**config.mk**
```make
export PLATFORM = sky130hd
export DESIGN_NAME = muldiv_unit
export DESIGN_NICKNAME = d
export VERILOG_FILES = /design/src/rtl/muldiv_pkg.sv /design/src/rtl/muldiv_unit.sv
export SDC_FILE = /design/constraint.sdc
export NUM_CORES = 1
export LEC_CHECK = 0
export CAP_MARGIN = 20
export CELL_PAD_IN_SITES_DETAIL_PLACEMENT = 0
export CELL_PAD_IN_SITES_GLOBAL_PLACEMENT = 1
export CORE_ASPECT_RATIO = 0.9
export CORE_MARGIN = 8
export CORE_UTILIZATION = 38
export CTS_BUF_LIST = sky130_fd_sc_hd__clkbuf_8 sky130_fd_sc_hd__clkbuf_16
export DETAILED_ROUTE_END_ITERATION = 7
export PLACE_DENSITY = 0.76
export RECOVER_POWER = 100
export SYNTH_ARGS = -nofsm -noshare
export SYNTH_HDL_FRONTEND = slang
export SYNTH_SLANG_ARGS = --single-unit
```
**constraint.sdc**
```tcl
create_clock -name clk -period 7.35 [get_ports clk]
set_clock_uncertainty 0.05 [all_clocks]
set_input_delay 0.735 -clock clk [delete_from_list [all_inputs] [get_ports clk]]
set_output_delay 0.735 -clock clk [all_outputs]
set_load 0.01 [all_outputs]
```
**src/rtl/muldiv_pkg.sv**
```systemverilog
// Shared definitions for the iterative multiply/divide unit: opcode and FSM
// encodings plus the datapath sizing constants.
package muldiv_pkg;

  localparam int DATA_WIDTH = 32;
  localparam int ITER_COUNT = 32;

  typedef enum logic [2:0] {
    OP_MUL    = 3'b000,
    OP_MULH   = 3'b001,
    OP_MULHSU = 3'b010,
    OP_MULHU  = 3'b011,
    OP_DIV    = 3'b100,
    OP_DIVU   = 3'b101,
    OP_REM    = 3'b110,
    OP_REMU   = 3'b111
  } op_e;

  typedef enum logic [1:0] {
    S_IDLE,
    S_BUSY,
    S_DONE
  } state_e;

  // The top opcode bit separates the divide family from the multiply family.
  function automatic logic is_div(input op_e op);
    return op[2];
  endfunction

endpackage

```
**src/rtl/muldiv_unit.sv**
```systemverilog
// Iterative RV32M multiply/divide unit: radix-2 shift-add multiply and
// restoring divide on operand magnitudes, one bit per cycle, sign fix-up at the end.
module muldiv_unit #(
  parameter int DATA_WIDTH    = 32,
  parameter int OPCODE_LENGTH = 3
) (
  input  logic                     clk,
  input  logic                     rst_n,
  input  logic                     Start,
  input  logic [OPCODE_LENGTH-1:0] Operation,
  input  logic [DATA_WIDTH-1:0]    SrcA,
  input  logic [DATA_WIDTH-1:0]    SrcB,
  input  logic                     Flush,
  output logic                     Busy,
  output logic                     ResultValid,
  output logic [DATA_WIDTH-1:0]    MDResult
);
  import muldiv_pkg::*;

  localparam int W = DATA_WIDTH;
  localparam logic [W-1:0] MIN_NEG = {1'b1, {(W-1){1'b0}}};

  state_e         state, state_nxt;
  op_e            op_in, op_q;
  logic [5:0]     count;
  logic [2*W-1:0] acc;
  logic [W-1:0]   b_mag;
  logic           neg_lo, neg_hi;
  logic [W-1:0]   md_result;

  logic           a_signed, b_signed, a_neg, b_neg;
  logic           div_zero, overflow, special, accept, last;
  logic [W-1:0]   a_mag, b_mag_in, special_res;

  logic [W:0]     mul_sum, rem_sh, trial;
  logic [2*W-1:0] acc_step, prod;
  logic [W-1:0]   quo, rem, result_fix;

  assign op_in  = op_e'(Operation);
  assign accept = (state == S_IDLE) && Start && !Flush;
  assign last   = (state == S_BUSY) && (count == 6'(W - 1));

  // Operand decode on the accepting cycle, including the two no-iteration cases.
  always_comb begin
    a_signed = (op_in != OP_MULHU) && (op_in != OP_DIVU) && (op_in != OP_REMU);
    b_signed = a_signed && (op_in != OP_MULHSU);
    a_neg    = a_signed & SrcA[W-1];
    b_neg    = b_signed & SrcB[W-1];
    a_mag    = a_neg ? -SrcA : SrcA;
    b_mag_in = b_neg ? -SrcB : SrcB;
    div_zero = is_div(op_in) && (SrcB == '0);
    overflow = ((op_in == OP_DIV) || (op_in == OP_REM)) && (SrcA == MIN_NEG) && (SrcB == '1);
    special  = div_zero | overflow;
    if ((op_in == OP_DIV) || (op_in == OP_DIVU)) special_res = div_zero ? '1 : MIN_NEG;
    else                                         special_res = div_zero ? SrcA : '0;
  end

  // One iteration of the shared accumulator, then the sign fix-up of its outcome.
  always_comb begin
    mul_sum = {1'b0, acc[2*W-1:W]} + (acc[0] ? {1'b0, b_mag} : '0);
    rem_sh  = acc[2*W-1:W-1];
    trial   = rem_sh - {1'b0, b_mag};
    if (is_div(op_q))
      acc_step = trial[W] ? {rem_sh[W-1:0], acc[W-2:0], 1'b0}
                          : {trial[W-1:0], acc[W-2:0], 1'b1};
    else
      acc_step = {mul_sum, acc[W-1:1]};

    prod = neg_lo ? -acc_step : acc_step;
    quo  = neg_lo ? -acc_step[W-1:0] : acc_step[W-1:0];
    rem  = neg_hi ? -acc_step[2*W-1:W] : acc_step[2*W-1:W];

    unique case (op_q)
      OP_MUL:                     result_fix = prod[W-1:0];
      OP_MULH, OP_MULHSU, OP_MULHU: result_fix = prod[2*W-1:W];
      OP_DIV, OP_DIVU:            result_fix = quo;
      default:                    result_fix = rem;
    endcase
  end

  // NOTE: every combinational output is assigned on every path (defaults first)
  // so no latch is inferred; Flush overrides all other transitions.
  always_comb begin
    state_nxt = state;
    unique case (state)
      S_IDLE:  if (accept) state_nxt = special ? S_DONE : S_BUSY;
      S_BUSY:  if (last)   state_nxt = S_DONE;
      default: state_nxt = S_IDLE;
    endcase
    if (Flush) state_nxt = S_IDLE;
  end

  // NOTE: state uses non-blocking assignments only; the datapath registers are
  // reset too, so an aborted operation leaves nothing behind.
  always_ff @(posedge clk or negedge rst_n) begin
    if (!rst_n) begin
      state     <= S_IDLE;
      op_q      <= OP_MUL;
      count     <= '0;
      acc       <= '0;
      b_mag     <= '0;
      neg_lo    <= 1'b0;
      neg_hi    <= 1'b0;
      md_result <= '0;
    end else begin
      state <= state_nxt;
      if (accept) begin
        op_q   <= op_in;
        acc    <= {{W{1'b0}}, a_mag};
        b_mag  <= b_mag_in;
        neg_lo <= a_neg ^ b_neg;
        neg_hi <= a_neg;
        count  <= '0;
        if (special) md_result <= special_res;
      end else if ((state == S_BUSY) && !Flush) begin
        acc   <= acc_step;
        count <= count + 6'd1;
        if (last) md_result <= result_fix;
      end
    end
  end

  assign Busy        = (state == S_BUSY) || accept;
  assign ResultValid = (state == S_DONE);
  assign MDResult    = md_result;

endmodule

```
==> metrics.md <==
| Metric | Value |
|---|---|
| Top Ports | `105` |
| Max clock buf depth | `2` |
| Cell taking the most area after synthesis | `dfrtp_1` |
| Post-synth top area share | `a little under a quarter` |
| Yosys warns | `0` |
| DRC | `0` |
| Slew Limit Fails | `~270` |
| Final hold vios | `0` |
| Post-Synth XOR/XNOR Area | `a little over a tenth` |
| Synth Cell Area | `roughly 15000 µm²` |
| Clock root buffer | `clkbuf_16` |
| Worst Hold Class | `input pin to asynchronous set/reset pin` |
| Crit path from | `acc[31]` |
| Worst IR Drop VDD | `0.000287 V` |
| R2R cell count | `19` |
| Post_cts resized | `0` |
| Register area share after synthesis | `around 23%` |
| Synthesized instance count | `around 2000` |
| Routed via count | `16300` |
| Clk pin slew, worst setup/hold paths | `~70 ps` |
| Synth Register Bits | `~140` |
| # hold bufs at CTS | `0` |
| Adder-cell area share of the yosys netlist | `roughly 6%` |
| WL final | `~62000 µm` |
| Final worst slack | `around 660 ps` |
| Critical-path maximum fanout | `10` |
| Static Leakage | `~6.9 nW` |
| Die Width | `228 µm` |
| Commonest non-fill, non-tap cell in the layout | `nand2_1` |
| # H-tree levels | `4` |
| Drt pass-1 iters | `6` |
| Tcrit/Tclk final | `about nine tenths` |
| Global-route wire length before repair | `around 94000 µm` |
| Post-synthesis simple-gate area fraction | `22.3%` |
| Detailed Place HPWL | `between 40000 and 50000 µm` |
| Placed cell area | `approximately 17000 µm²` |
| Area Growth Syn to Fin | `12.9%` |
| Fin area | `between 15000 and 20000 µm²` |
| GP Congestion | `just over 0.9` |
| Synthesized Nets | `2186` |
| Min Hold Slack | `~330 ps` |
| Die outline height | `about 210 µm` |
| Cell mode on critical path | `a211oi_1` |
| CP max stage delay | `about 970 ps` |
| Post-Route Setup TNS | `0 ps` |
| Slew HR | `-171%` |
| Multiplexer area fraction after synthesis | `between 3 and 4%` |
| Critical path data required time | `just under 8000 ps` |
| Post-Syn Area per Cell | `about 7.5 µm²` |
| Fin crit period | `about 6700 ps` |
| Status | `finished with violations` |
| Post-synth cell types | `between 90 and 100` |
| Post-CTS setup buffers | `0` |
| Synth async-reset ratio | `100%` |
| RSZ-0062 raised after global routing | `false` |
| Die area | `between 40000 and 50000 µm²` |
| Post-synth EDFFs | `0` |
| Worst-margin pin slew | `4070 ps` |
| Core outline area | `40200 µm²` |
| Via density | `roughly 6.2` |
| Ys flop type | `dfrtp_1` |
| WL/cell | `roughly 24 µm` |
| Worst R2R Setup Slack | `660 ps` |
| Max Cap Violations | `5` |
| Crit path to | `MDResult[31]` |
| Total CTS buffers | `17` |
| R2R Path Start | `acc[31]` |
| Top post-synthesis cells by area | `dfrtp_1 23%, o21ai_0 7.0%, nand2_1 6.4%, ha_1 5.7%, xnor2_1 5.4%` |
| Failing checks | `capacitance limit, slew limit` |
| Critical path's slowest cell | `nor4_1` |
| Crit-path cells | `inv_1, ha_1, inv_1, fa_1, a211oi_1, o211ai_1, nand2_1, a211oi_4, or3_1, clkbuf_1, a2111oi_0, a211oi_1, nor4_1, nand4bb_1, o41ai_1, xor2_1, a21oi_1, a211oi_1, o22a_1` |
| Total gr overflow | `0` |
| Filler cell count | `4116` |
| # port buffers | `between 100 and 150` |
| Worst EP arrival | `between 7000 and 8000 ps` |
| Most frequent cells in the layout | `260 x nand2_1, 218 x o21ai_0, 149 x a21oi_1` |
| FP Rows | `70` |
| Initial antenna violation count | `2` |
| Largest family of logic cells by synthesized area | `compound AO/OA/AOI/OAI gates` |
| Critical R2R Capture | `MDResult[31]` |
| Clock Sinks | `around 140` |
| Fin nets | `around 2200` |
| First DRT Iteration DRCs | `about 1800` |
| Setup slack at placement | `around 1200 ps` |
| CTS tree | `yes` |
| Largest net degree at the start of global routing | `90` |
| Setup crit end kind | `flop` |
| Fmax | `approximately 150 MHz` |
| ANT cells | `0` |
| Worst skew pair latency | `roughly 460 ps` |
| Power, Total | `around 7.6 mW` |
| Fraction of layout cells with a size suffix above 1 | `5.18%` |
| Antenna Nets Post-Route | `0` |
| Vias in the first global route | `~16000` |
| Setup CP Type | `flop to flop` |
| Power per cell area | `436 nW/µm²` |
| Gr usage total | `between 20% and 30%` |
| Crit start category | `flop` |
| Initial Utilization | `a little under two fifths` |
| Final setup viols | `0` |
| Compound-Gate Fraction of Synth Area | `between 20 and 30%` |
[cells in the mapped netlist (7+ instances only)]
cell type	number
a211oi_1	18
a21o_1	23
a21oi_1	150
a221oi_1	9
a22o_1	21
a31oi_1	34
and2_1	44
and3_1	8
buf_1	8
buf_2	11
clkbuf_1	97
dfrtp_1	141
ha_1	70
inv_1	61
mux2_2	7
mux2i_1	44
nand2_1	260
nand2b_1	20
nand3_1	40
nand4_1	27
nor2_1	134
nor2b_1	13
nor3_1	57
nor4_1	11
o211ai_1	63
o21a_1	15
o21ai_0	215
o21ai_1	21
o221ai_1	9
o22ai_1	14
o31ai_1	25
o41ai_1	8
or2_2	13
or3_1	23
or4_1	8
xnor2_1	95
xor2_1	91
[critical path, delay by kind of cell, from the launching register on]
family                     cells  cell delay [ps]
adders and majority gates      2              600
and+or+nand+nor                4             2270
buffers and inverters          3              480
DFF                            1              440
AOI/OAI and AO/OA              9             2610
xor gates and xnor gates       1              180
[metal layers]
layer | GRT usage [%] | part of all wire (%)
met1 | 35.1 | 44
met2 | 38.8 | 43
met3 | 6.22 | 9.3
met4 | 9.36 | 3.4
met5 | 0 | 0.016
[area by class of cell]
cell class	count	area (µm²)	area share, %
flip-flops and latches	141	3530	20.4
clock inverters	14	168	0.968
inverters	61	229	1.32
clock buffers	18	439	2.54
repair buffers	135	1240	7.19
multi-input cells	1717	11000	63.7
well taps	540	676	3.90
[worst min-delay path by stage]
stage / startpoint / to / slack [ps] / cells after the start
6_report: rst_n / MDResult[27] / 330 / 1
3_3_place_gp: MDResult[19] / MDResult[19] / 420 / 2
3_5_place_dp: MDResult[19] / MDResult[19] / 420 / 2
5_1_grt: rst_n / acc[27] / 420 / 1
4_1_cts: rst_n / acc[25] / 380 / 1
2_1_floorplan: rst_n / MDResult[0] / 390 / 0
[sequential cells by signal (all words and copies together) (netlist names)]
signal and count:
MDResult 32, acc 64, b_mag 32, count 6, neg_hi 1, neg_lo 1
op_q 3, state 2
[power by group]
| group | internal, mW | leakage [nW] | switching, mW |
|---|---|---|---|
| sequential | 1.01 | 1.79 | 0.378 |
| clock | 0.543 | 0.292 | 0.399 |
| combinational | 1.90 | 4.83 | 3.32 |
[logic make-up after synthesis]
| family | after synthesis |
|---|---|
| adder cells (fa/ha/maj) | 72 |
| AND/OR/NAND/NOR | 701 |
| multiplexers | 52 |
| AO/OA/AOI/OAI | 706 |
| flip-flops | 141 |
| XOR/XNOR | 186 |
| buffers and inverters | 185 |
[per-stage QoR]
| stage | utilization, % | cells |
|---|---|---|
| after floorplan | - | 2043 |
| after global placement | 41.8 | 2594 |
| after detailed placement | 41.8 | 2594 |
| after CTS | 43.3 | 2626 |
| after global routing | 43.1 | 2626 |
| final | 43.1 | 2626 |
Power figures use the tool's default switching activity.
